## config.mk

```make
export PLATFORM = sky130hd
export DESIGN_NAME = thread_scheduler
export DESIGN_NICKNAME = d
export VERILOG_FILES = /design/src/rtl/thread_scheduler_pkg.sv /design/src/rtl/thread_scheduler_rr_arbiter4.sv /design/src/rtl/thread_scheduler.sv
export SDC_FILE = /design/constraint.sdc
export NUM_CORES = 1
export LEC_CHECK = 0
export BUFFER_PORTS_ARGS = -buffer_cell sky130_fd_sc_hd__buf_2
export CORE_MARGIN = 2
export CORE_UTILIZATION = 48
export CTS_CLUSTER_DIAMETER = 60
export DETAILED_ROUTE_END_ITERATION = 7
export GPL_TIMING_DRIVEN = 0
export MAX_ROUTING_LAYER = met4
export PLACE_DENSITY_LB_ADDON = 0.08
export SLEW_MARGIN = 10
export SYNTH_ARGS = -nofsm -noshare
export SYNTH_HDL_FRONTEND = slang
export SYNTH_SLANG_ARGS = --single-unit
export TNS_END_PERCENT = 10
```

## constraint.sdc

```tcl
create_clock -name clk -period 2 [get_ports clk]
set_input_delay 0.4 -clock clk [delete_from_list [all_inputs] [get_ports clk]]
set_output_delay 0.4 -clock clk [all_outputs]
set_load 0.01 [all_outputs]
```

## src/rtl/thread_scheduler_pkg.sv

```systemverilog
// Shared definitions for the thread scheduler.
//   - state_t      : FSM state encoding
//   - op_fields_t  : decoded 8-bit requester operation {dst, src_a, src_b, op}
//   - ctrl_t       : bundle of registered datapath control outputs
//   - FLD_*_LSB    : bit offsets of the fields inside one 8-bit req_op slice
//   - ALU_*        : ALU opcode values carried in the op field
package thread_scheduler_pkg;

    localparam int REQ_COUNT     = 4;
    localparam int OP_W          = 8;

    localparam int FLD_OP_LSB    = 0;
    localparam int FLD_SRC_B_LSB = 2;
    localparam int FLD_SRC_A_LSB = 4;
    localparam int FLD_DST_LSB   = 6;

    localparam logic [1:0] ALU_ADD = 2'd0;
    localparam logic [1:0] ALU_SUB = 2'd1;
    localparam logic [1:0] ALU_AND = 2'd2;
    localparam logic [1:0] ALU_OR  = 2'd3;

    typedef enum logic [2:0] {
        ST_IDLE = 3'd0,
        ST_RDA  = 3'd1,
        ST_RDB  = 3'd2,
        ST_LDB  = 3'd3,
        ST_EXE  = 3'd4,
        ST_WB   = 3'd5
    } state_t;

    typedef struct packed {
        logic [1:0] dst;
        logic [1:0] src_a;
        logic [1:0] src_b;
        logic [1:0] op;
    } op_fields_t;

    typedef struct packed {
        logic       en_write;
        logic [1:0] write_id;
        logic [1:0] read_id;
        logic       en_a;
        logic       en_b;
        logic [1:0] alu_op;
        logic       en_alu_out;
        logic       busy;
        logic       done;
        logic [1:0] done_id;
    } ctrl_t;

    // Split one 8-bit requester operation into its named fields.
    function automatic op_fields_t unpack_op(input logic [OP_W-1:0] raw);
        op_fields_t f;
        f.dst   = raw[FLD_DST_LSB   +: 2];
        f.src_a = raw[FLD_SRC_A_LSB +: 2];
        f.src_b = raw[FLD_SRC_B_LSB +: 2];
        f.op    = raw[FLD_OP_LSB    +: 2];
        return f;
    endfunction

endpackage

```

## src/rtl/thread_scheduler_rr_arbiter4.sv

```systemverilog
// rr_arbiter4: purely combinational 4-way round-robin pick.
// The first set bit of 'valid' found when searching ptr, ptr+1, ... (mod 4)
// wins.
//   valid       in  [3:0] pending requests
//   ptr         in  [1:0] highest-priority index this cycle
//   grant       out [3:0] one-hot winner, zero when nothing is valid
//   grant_id    out [1:0] index of the winner (0 when nothing is valid)
//   grant_valid out       at least one request is valid
module rr_arbiter4
    import thread_scheduler_pkg::*;
(
    input  logic [3:0] valid,
    input  logic [1:0] ptr,
    output logic [3:0] grant,
    output logic [1:0] grant_id,
    output logic       grant_valid
);

    logic [1:0] idx_s;
    logic [1:0] id_s;
    logic       found_s;

    // Scan from the farthest offset down to ptr itself so the nearest hit
    // to ptr is the one left standing.
    always_comb begin
        idx_s   = 2'd0;
        id_s    = 2'd0;
        found_s = 1'b0;
        for (int i = 3; i >= 0; i--) begin
            idx_s   = ptr + 2'(i);
            id_s    = valid[idx_s] ? idx_s : id_s;
            found_s = valid[idx_s] | found_s;
        end
        grant_id    = id_s;
        grant_valid = found_s;
        grant       = found_s ? (4'b0001 << id_s) : 4'b0000;
    end

endmodule

```

## src/rtl/thread_scheduler.sv

```systemverilog
// thread_scheduler: round-robin scheduler for a 5-stage thread datapath.
// One operation is accepted in IDLE or WB, then walked through
// RDA -> RDB -> LDB -> EXE -> WB, one cycle per state. All datapath controls
// are registered; req_ready is the only combinational output.
//   clk, rst                 clock, asynchronous active-high reset
//   req_valid  in  [3:0]     pending requests
//   req_op     in  [31:0]    per-requester {dst, src_a, src_b, op} bytes
//   req_ready  out [3:0]     one-hot accept strobe
//   en_write / write_id      register-file write
//   read_id                  register-file read index
//   en_a / en_b              ALU operand loads
//   alu_op / en_alu_out      ALU opcode and result capture
//   busy                     not IDLE
//   done / done_id           WB pulse and requester index
module thread_scheduler
    import thread_scheduler_pkg::*;
#(
    parameter int NUM_REQ = 4
) (
    input  logic                 clk,
    input  logic                 rst,
    input  logic [NUM_REQ-1:0]   req_valid,
    input  logic [8*NUM_REQ-1:0] req_op,
    output logic [NUM_REQ-1:0]   req_ready,
    output logic                 en_write,
    output logic [1:0]           write_id,
    output logic [1:0]           read_id,
    output logic                 en_a,
    output logic                 en_b,
    output logic [1:0]           alu_op,
    output logic                 en_alu_out,
    output logic                 busy,
    output logic                 done,
    output logic [1:0]           done_id
);

    state_t     state_r, state_s;
    op_fields_t fld_r, fld_s;
    logic [1:0] gid_r, gid_s;
    logic [1:0] ptr_r, ptr_s;
    ctrl_t      ctrl_r, ctrl_s;
    logic       accept_s;

    logic [3:0] grant_s;
    logic [1:0] grant_id_s;
    logic       grant_valid_s;

    rr_arbiter4 u_arb (
        .valid       (req_valid),
        .ptr         (ptr_r),
        .grant       (grant_s),
        .grant_id    (grant_id_s),
        .grant_valid (grant_valid_s)
    );

    // Next-state, operation latch and round-robin pointer update.
    always_comb begin
        state_s  = state_r;
        fld_s    = fld_r;
        gid_s    = gid_r;
        ptr_s    = ptr_r;
        accept_s = 1'b0;
        case (state_r)
            ST_IDLE, ST_WB: begin
                accept_s = 1'b1;
                if (grant_valid_s) begin
                    state_s = ST_RDA;
                    fld_s   = unpack_op(req_op[{grant_id_s, 3'b000} +: OP_W]);
                    gid_s   = grant_id_s;
                    ptr_s   = grant_id_s + 2'd1;
                end else begin
                    state_s = ST_IDLE;
                end
            end
            ST_RDA:  state_s = ST_RDB;
            ST_RDB:  state_s = ST_LDB;
            ST_LDB:  state_s = ST_EXE;
            ST_EXE:  state_s = ST_WB;
            default: state_s = ST_IDLE;
        endcase
    end

    // Decode the controls for the state being entered so they can be
    // registered and line up with state_r after the edge.
    always_comb begin
        ctrl_s      = '0;
        ctrl_s.busy = (state_s != ST_IDLE);
        case (state_s)
            ST_RDA: ctrl_s.read_id = fld_s.src_a;
            ST_RDB: begin
                ctrl_s.read_id = fld_s.src_b;
                ctrl_s.en_a    = 1'b1;
            end
            ST_LDB: ctrl_s.en_b = 1'b1;
            ST_EXE: begin
                ctrl_s.en_alu_out = 1'b1;
                ctrl_s.alu_op     = fld_s.op;
            end
            ST_WB: begin
                ctrl_s.en_write = 1'b1;
                ctrl_s.write_id = fld_s.dst;
                ctrl_s.done     = 1'b1;
                ctrl_s.done_id  = gid_s;
            end
            ST_IDLE: ctrl_s = '0;
            default: ctrl_s = '0;
        endcase
    end

    // State, latched operation, pointer and registered controls.
    always_ff @(posedge clk or posedge rst) begin
        if (rst) begin
            state_r <= ST_IDLE;
            fld_r   <= '0;
            gid_r   <= 2'd0;
            ptr_r   <= 2'd0;
            ctrl_r  <= '0;
        end else begin
            state_r <= state_s;
            fld_r   <= fld_s;
            gid_r   <= gid_s;
            ptr_r   <= ptr_s;
            ctrl_r  <= ctrl_s;
        end
    end

    // rst is folded in so the strobe is forced low while reset is held,
    // even if requests are pending.
    assign req_ready  = (accept_s && !rst) ? grant_s : 4'b0000;

    assign en_write   = ctrl_r.en_write;
    assign write_id   = ctrl_r.write_id;
    assign read_id    = ctrl_r.read_id;
    assign en_a       = ctrl_r.en_a;
    assign en_b       = ctrl_r.en_b;
    assign alu_op     = ctrl_r.alu_op;
    assign en_alu_out = ctrl_r.en_alu_out;
    assign busy       = ctrl_r.busy;
    assign done       = ctrl_r.done;
    assign done_id    = ctrl_r.done_id;

endmodule

```

==> results of run 1 <==
## area by class of cell
type                            count  share of cell area (%)
Multi-Input combinational cell     92                    41.7
Sequential cell                    26                    34.2
Timing Repair Buffer               60                    17.4
Buffer                              6                    2.17
Tap cell                           31                    2.04
Inverter                            6                    1.31
Clock buffer                        3                    1.18
## synth_stat cells
library cell / n / area [sq um]
nor2_1: 6 / 22.5
inv_1: 6 / 22.5
nor2b_1: 2 / 12.5
or2_4: 1 / 8.76
o211ai_1: 1 / 7.51
buf_4: 1 / 7.51
o21ai_1: 2 / 10.0
and2b_2: 1 / 8.76
ha_1: 4 / 50.1
o21ai_2: 5 / 43.8
buf_12: 1 / 20.0
a211o_1: 3 / 26.3
or2_1: 2 / 12.5
and2b_1: 1 / 7.51
nor2b_2: 2 / 17.5
o21a_1: 2 / 15.0
o2bb2ai_1: 1 / 8.76
buf_6: 2 / 22.5
nor4_4: 1 / 21.3
nand2_1: 15 / 56.3
a21oi_1: 2 / 10.0
nor3b_1: 1 / 7.51
and3_1: 10 / 62.6
or3_1: 1 / 6.26
o2bb2ai_2: 1 / 15.0
mux2i_1: 15 / 150
clkbuf_1: 3 / 11.3
and2_1: 1 / 6.26
dfrtp_1: 26 / 651
nor4b_2: 1 / 15.0
nor4_1: 1 / 6.26
a211oi_4: 1 / 20.0
a31oi_1: 1 / 6.26
nand2b_1: 1 / 6.26
mux2_2: 7 / 78.8
## through the flow
| step | util (%) | worst slack, ns |
|---|---|---|
| finish | 67.9 | -0.319 |
| CTS | 66.2 | -0.320 |
| global route | 67.9 | -0.394 |
| floorplan | - | 0.0236 |
| detailed placement | 63.0 | -0.270 |
| global placement | 63.0 | -0.232 |
## what timing repair did
| item | in CTS | in global routing |
|---|---|---|
| setup endpoints to repair | 4 | 12 |
| gates resized for setup | 11 | 8 |
| endpoints found under the hold margin | 0 | 0 |
| buffers inserted | 5 | 0 |
| pin swaps | 2 | 6 |
## cells by family (layout without fill, tap and decap cells)
kind of cell,count (synthesis),count (layout),synth area share [%]
buf+inv,13,75,5.77
compound gates,19,19,11.2
mux,22,22,15.7
simple gates,47,47,19.1
fa+ha+maj,4,4,3.44
flops,26,26,44.8
## worst max-delay path, cell delays in order, from the launching register on
cell	delay, ns
dfrtp_1	0.38
and2b_2	0.25
nor4b_4	0.28
or2_1	0.19
buf_6	0.13
ha_4	0.11
and3_4	0.17
buf_6	0.10
## sequential cells by signal, summed over array words and instances, names as in the netlist
name        cells
fld_r           6
state_r         3
alu_op          2
done_id         2
gid_r           2
ptr_r           2
read_id         2
write_id        2
busy            1
done            1
en_a            1
en_alu_out      1
en_b            1
## metal layers
layer	global-route usage [%]	share of wire (%)	wire length, microns
met1	24.3	43	1290
met2	32.7	50	1500
met3	2.18	5.7	173
met4	7.14	2.1	63
met5	-	0	0
## worst max-delay path by stage
stage	start	end	slack [ns]
6_report	ptr_r[0]	req_ready[1]	-0.32
2_1_floorplan	req_valid[2]	req_ready[1]	0.02
4_1_cts	ptr_r[0]	req_ready[0]	-0.32
3_3_place_gp	req_valid[2]	req_ready[1]	-0.23
5_1_grt	ptr_r[0]	req_ready[3]	-0.39
3_5_place_dp	req_valid[2]	req_ready[0]	-0.27
## power breakdown
part	switching [W]	internal, W
registers	0.0000959	0.000722
logic	0.000742	0.000658
clock network	0.000137	0.0000701
==> impl_metrics.env, run 1 <==
export IMPL_root_buffer="clkbuf_4"
export IMPL_multi_input_area_sq_um=793
export IMPL_synthDistinctLibCells=35
export IMPL_final_common_cell="buf_2"
export IMPL_setup_violations=8
export IMPL_clock_sinks=26
export IMPL_fmax_mhz=431
export IMPL_stdcell_area_sq_um=1900
export IMPL_worstPathMaxFanout=3
export IMPL_worst_pin_slew_ns=1.03
export IMPL_htreeDepth=1
export IMPL_fillers=228
export IMPL_antenna_found_initial=0
export IMPL_nets=237
export IMPL_synth_fp_nets=173
export IMPL_die_area_sq_um=3490
export IMPL_cts_made_buffers=3
export IMPL_first_pass_iters=5
export IMPL_ios=56
export IMPL_drt_iter0_drc=22
export IMPL_r2r_cells=9
export IMPL_syn_to_final_growth_pct=31.0
export IMPL_ant_nets=0
export IMPL_cp_required_ns=1.60
export IMPL_ys_warn_count=0
export IMPL_worstSkewPairLatency_ns=0.30
export IMPL_cp_start_kind="flop"
export IMPL_synth_area_per_cell_sq_um=11.1
export IMPL_final_cell_count_no_fill=224
export IMPL_crit_arrival_ns=1.92
export IMPL_regToRegStartpoint="ptr_r[0]"
export IMPL_power_leakage_nw=0.997
export IMPL_grt_pass1_wl_microns=5020
export IMPL_period_needed_ns=2.32
export IMPL_ys_seq_area_share_pct=44.8
export IMPL_wl_per_cell_microns=13.5
export IMPL_slew_violations=0
export IMPL_cts_buffer_depth=2
export IMPL_hold_path_class="in -> async"
export IMPL_syn_instance_count=131
export IMPL_outcome="finished, violations left"
export IMPL_clk_pin_slew_ns=0.14
export IMPL_crit_path_end_kind="primary output"
export IMPL_worstReg2RegEnd="read_id[1]"
export IMPL_final_layout_size_suffix_gt1_share_pct=49.7
export IMPL_total_power_w=0.00243
export IMPL_cts_tree="yes"
export IMPL_fp_row_count=19
export IMPL_totalWireLength_microns=3030
export IMPL_fin_crit_sh_pct=116
export IMPL_violations="negative setup slack"
export IMPL_initial_core_util_pct=51.8
export IMPL_grt_ovfl_total=0
export IMPL_grt_util_all_layers_pct=19.5
export IMPL_max_cap_violations=0
export IMPL_portBuffers=55
export IMPL_core_sq_um=2810
export IMPL_remaining_drc_errors=0
export IMPL_rsz0062_at_grt="true"
export IMPL_dp_cells=217
export IMPL_fin_hold_ws_ns=0.320
export IMPL_p_per_area_nw_per_um2=1270
export IMPL_fin_ws_ns=-0.319
export IMPL_relSlewSlack_pct=31.1
export IMPL_crit_type="reg -> out"
export IMPL_reg2reg_setup_slack_ns=-0.10
export IMPL_grt_max_degree=31
export IMPL_regArea_sq_um=652
export IMPL_final_cell_mix="buf_2, dfrtp_1, nand2_1, mux2i_1"
export IMPL_place_area_sq_um=1770
export IMPL_first_global_vias=1120
export IMPL_place_gp_congestion=0.776
export IMPL_die_w_microns=59.0
export IMPL_holdBufCountCts=0
export IMPL_dp_hpwl_microns=2230
export IMPL_antenna_cells=0
export IMPL_ys_seq_elements=26
export IMPL_fp_dieH_microns=59.0
export IMPL_fin_tns_setup_ns=-1.55
export IMPL_fin_skew_ns=0.0130
export IMPL_vias=1147
export IMPL_syn_cell_area_sq_um=1450
export IMPL_ir_drop_mv=0.687
export IMPL_post_drt_via_cell_ratio=5.12
export IMPL_hold_viol_final=0
No activity file was read; power rests on OpenSTA's default activity.
==> inputs of run 2 (changes only) <==
--- a/config.mk
+++ b/config.mk
@@ -13,6 +13,7 @@
 export GPL_TIMING_DRIVEN = 0
 export MAX_ROUTING_LAYER = met4
 export PLACE_DENSITY_LB_ADDON = 0.08
+export RECOVER_POWER = 50
 export SLEW_MARGIN = 10
 export SYNTH_ARGS = -nofsm -noshare
 export SYNTH_HDL_FRONTEND = slang
==> run 2 against run 1 <==
The flow still finishes with violations (negative setup slack). Critical path type unchanged. Register-to-register slack hardly changed. Cell count stayed put. Highest routed layer unchanged. Critical endpoint unchanged. Via count hardly changed.
==> impl_metrics.env, run 2 (same netlist as run 1, synthesis figures left out) <==
export IMPL_grt_max_degree=31
export IMPL_fin_ws_ns=-0.319
export IMPL_p_per_area_nw_per_um2=1270
export IMPL_grt_most_used_layer="met2"
export IMPL_initial_core_util_pct=51.8
export IMPL_cts_made_buffers=3
export IMPL_final_layout_size_suffix_gt1_share_pct=49.7
export IMPL_fin_crit_sh_pct=116
export IMPL_htreeDepth=1
export IMPL_drt_iter0_drc=22
export IMPL_syn_to_final_growth_pct=31.0
export IMPL_period_needed_ns=2.32
export IMPL_grt_util_all_layers_pct=19.5
export IMPL_final_common_cell="buf_2"
export IMPL_reg2reg_setup_slack_ns=-0.10
export IMPL_multi_input_area_sq_um=793
export IMPL_violations="negative setup slack"
export IMPL_first_global_vias=1120
export IMPL_root_buffer="clkbuf_4"
export IMPL_use_met2_pct=32.7
export IMPL_vias=1146
export IMPL_top_regs="fld_r: 6 flops, state_r: 3 flops"
export IMPL_clock_sinks=26
export IMPL_hold_path_class="in -> async"
export IMPL_clk_pin_slew_ns=0.14
export IMPL_core_sq_um=2810
export IMPL_setup_violations=8
export IMPL_die_w_microns=59.0
export IMPL_worstPathMaxFanout=3
export IMPL_grt_pass1_wl_microns=5020
export IMPL_ant_nets=0
export IMPL_crit_arrival_ns=1.92
export IMPL_fin_tns_setup_ns=-1.55
export IMPL_post_drt_via_cell_ratio=5.12
export IMPL_startpoint="ptr_r[0]"
export IMPL_rsz0062_at_grt="true"
export IMPL_hold_viol_final=0
export IMPL_worst_pin_slew_ns=1.03
export IMPL_max_cap_violations=0
export IMPL_regArea_sq_um=652
export IMPL_totalWireLength_microns=3020
export IMPL_r2r_cells=9
export IMPL_fmax_mhz=431
export IMPL_ir_drop_mv=0.687
export IMPL_slowest_delay_ns=0.38
export IMPL_crit_type="reg -> out"
export IMPL_fin_skew_ns=0.0128
export IMPL_first_pass_iters=5
export IMPL_cts_buffer_depth=2
export IMPL_cp_required_ns=1.60
export IMPL_worstReg2RegEnd="read_id[1]"
export IMPL_use_met1_pct=24.3
export IMPL_crit_chain="and2b_2 -> nor4b_4 -> or2_1 -> buf_6 -> ha_4 -> and3_4 -> buf_6"
export IMPL_portBuffers=55
export IMPL_worstSkewPairLatency_ns=0.30
export IMPL_regToRegStartpoint="ptr_r[0]"
export IMPL_cp_start_kind="flop"
export IMPL_outcome="finished, violations left"
export IMPL_fp_row_count=19
export IMPL_nets=237
export IMPL_antenna_found_initial=0
export IMPL_relSlewSlack_pct=31.1
export IMPL_largest_reg_flops=6
export IMPL_regMostFlops="fld_r"
export IMPL_fin_hold_ws_ns=0.320
export IMPL_final_cell_mix="buf_2, dfrtp_1, nand2_1, mux2i_1"
export IMPL_power_leakage_nw=0.996
export IMPL_cp_endpoint="req_ready[1]"
export IMPL_crit_slowest_cell="dfrtp_1"
export IMPL_grt_util_met3_pct=2.18
export IMPL_dp_hpwl_microns=2230
export IMPL_die_area_sq_um=3490
export IMPL_cts_tree="yes"
export IMPL_wl_per_cell_microns=13.5
export IMPL_ios=56
export IMPL_place_gp_congestion=0.776
export IMPL_crit_path_end_kind="primary output"
export IMPL_slew_violations=0
export IMPL_antenna_cells=0
export IMPL_fillers=228
export IMPL_grt_ovfl_total=0
export IMPL_cpMostUsedCell="buf_6"
export IMPL_remaining_drc_errors=0
export IMPL_holdBufCountCts=0
export IMPL_fp_dieH_microns=59.0
export IMPL_place_ws_ns=-0.270
-- run 2: cell count changes in the layout (fill, tap and decap cells not counted) --
cell | previous run | this run
and2_1 | 1 | 0
and2_0 | 0 | 1
-- run 2: report_power, final --
part | switching (W) | internal [W] | leakage, nW
Clock | 0.000137 | 0.0000701 | 0.0138
Combinational | 0.000741 | 0.000658 | 0.653
Sequential | 0.0000959 | 0.000722 | 0.329
-- run 2: worst min-delay path by stage --
stage,from,end,depth (start not counted)
floorplan,gid_r[1],gid_r[1],2
global placement,gid_r[1],gid_r[1],2
detailed placement,gid_r[1],gid_r[1],2
CTS,rst,en_alu_out,2
global route,rst,state_r[1],2
finish,rst,en_alu_out,2
-- run 2: per-stage QoR --
stage	area [sq um]	total power [W]	cells	utilization (%)
CTS	1860	0.00238	224	66.2
global placement	1770	0.00204	217	63.0
global route	1900	0.00262	224	67.9
finish	1900	0.00242	224	67.9
floorplan	1450	0.00177	131	-
detailed placement	1770	0.00208	217	63.0
-- run 2: routing by layer --
metal	wire [microns]	up-vias
met5	0	-
met4	63	0
met3	173	6
met2	1500	59
met1	1280	505
li1	-	576
-- run 2: worst max-delay path, delay by kind of cell (launching register included) --
kind	cells	cell delay, ns
buf+inv	2	0.23
flops	1	0.38
simple gates	4	0.89
fa+ha+maj	1	0.11
-- run 2: final cells by class --
type / count / share of cell area, %
inverters: 6 / 1.31
plain buffers: 6 / 2.17
flip-flops and latches: 26 / 34.2
clock buffers: 3 / 1.18
multi-input cells: 92 / 41.7
repair buffers: 60 / 17.4
well taps: 31 / 2.04
-- run 2: timing repair --
item                                    in CTS  in global routing
pin swaps                                    2                  6
resized for setup                           11                  8
endpoints found under the setup margin       4                 12
setup buffers                                5                  0
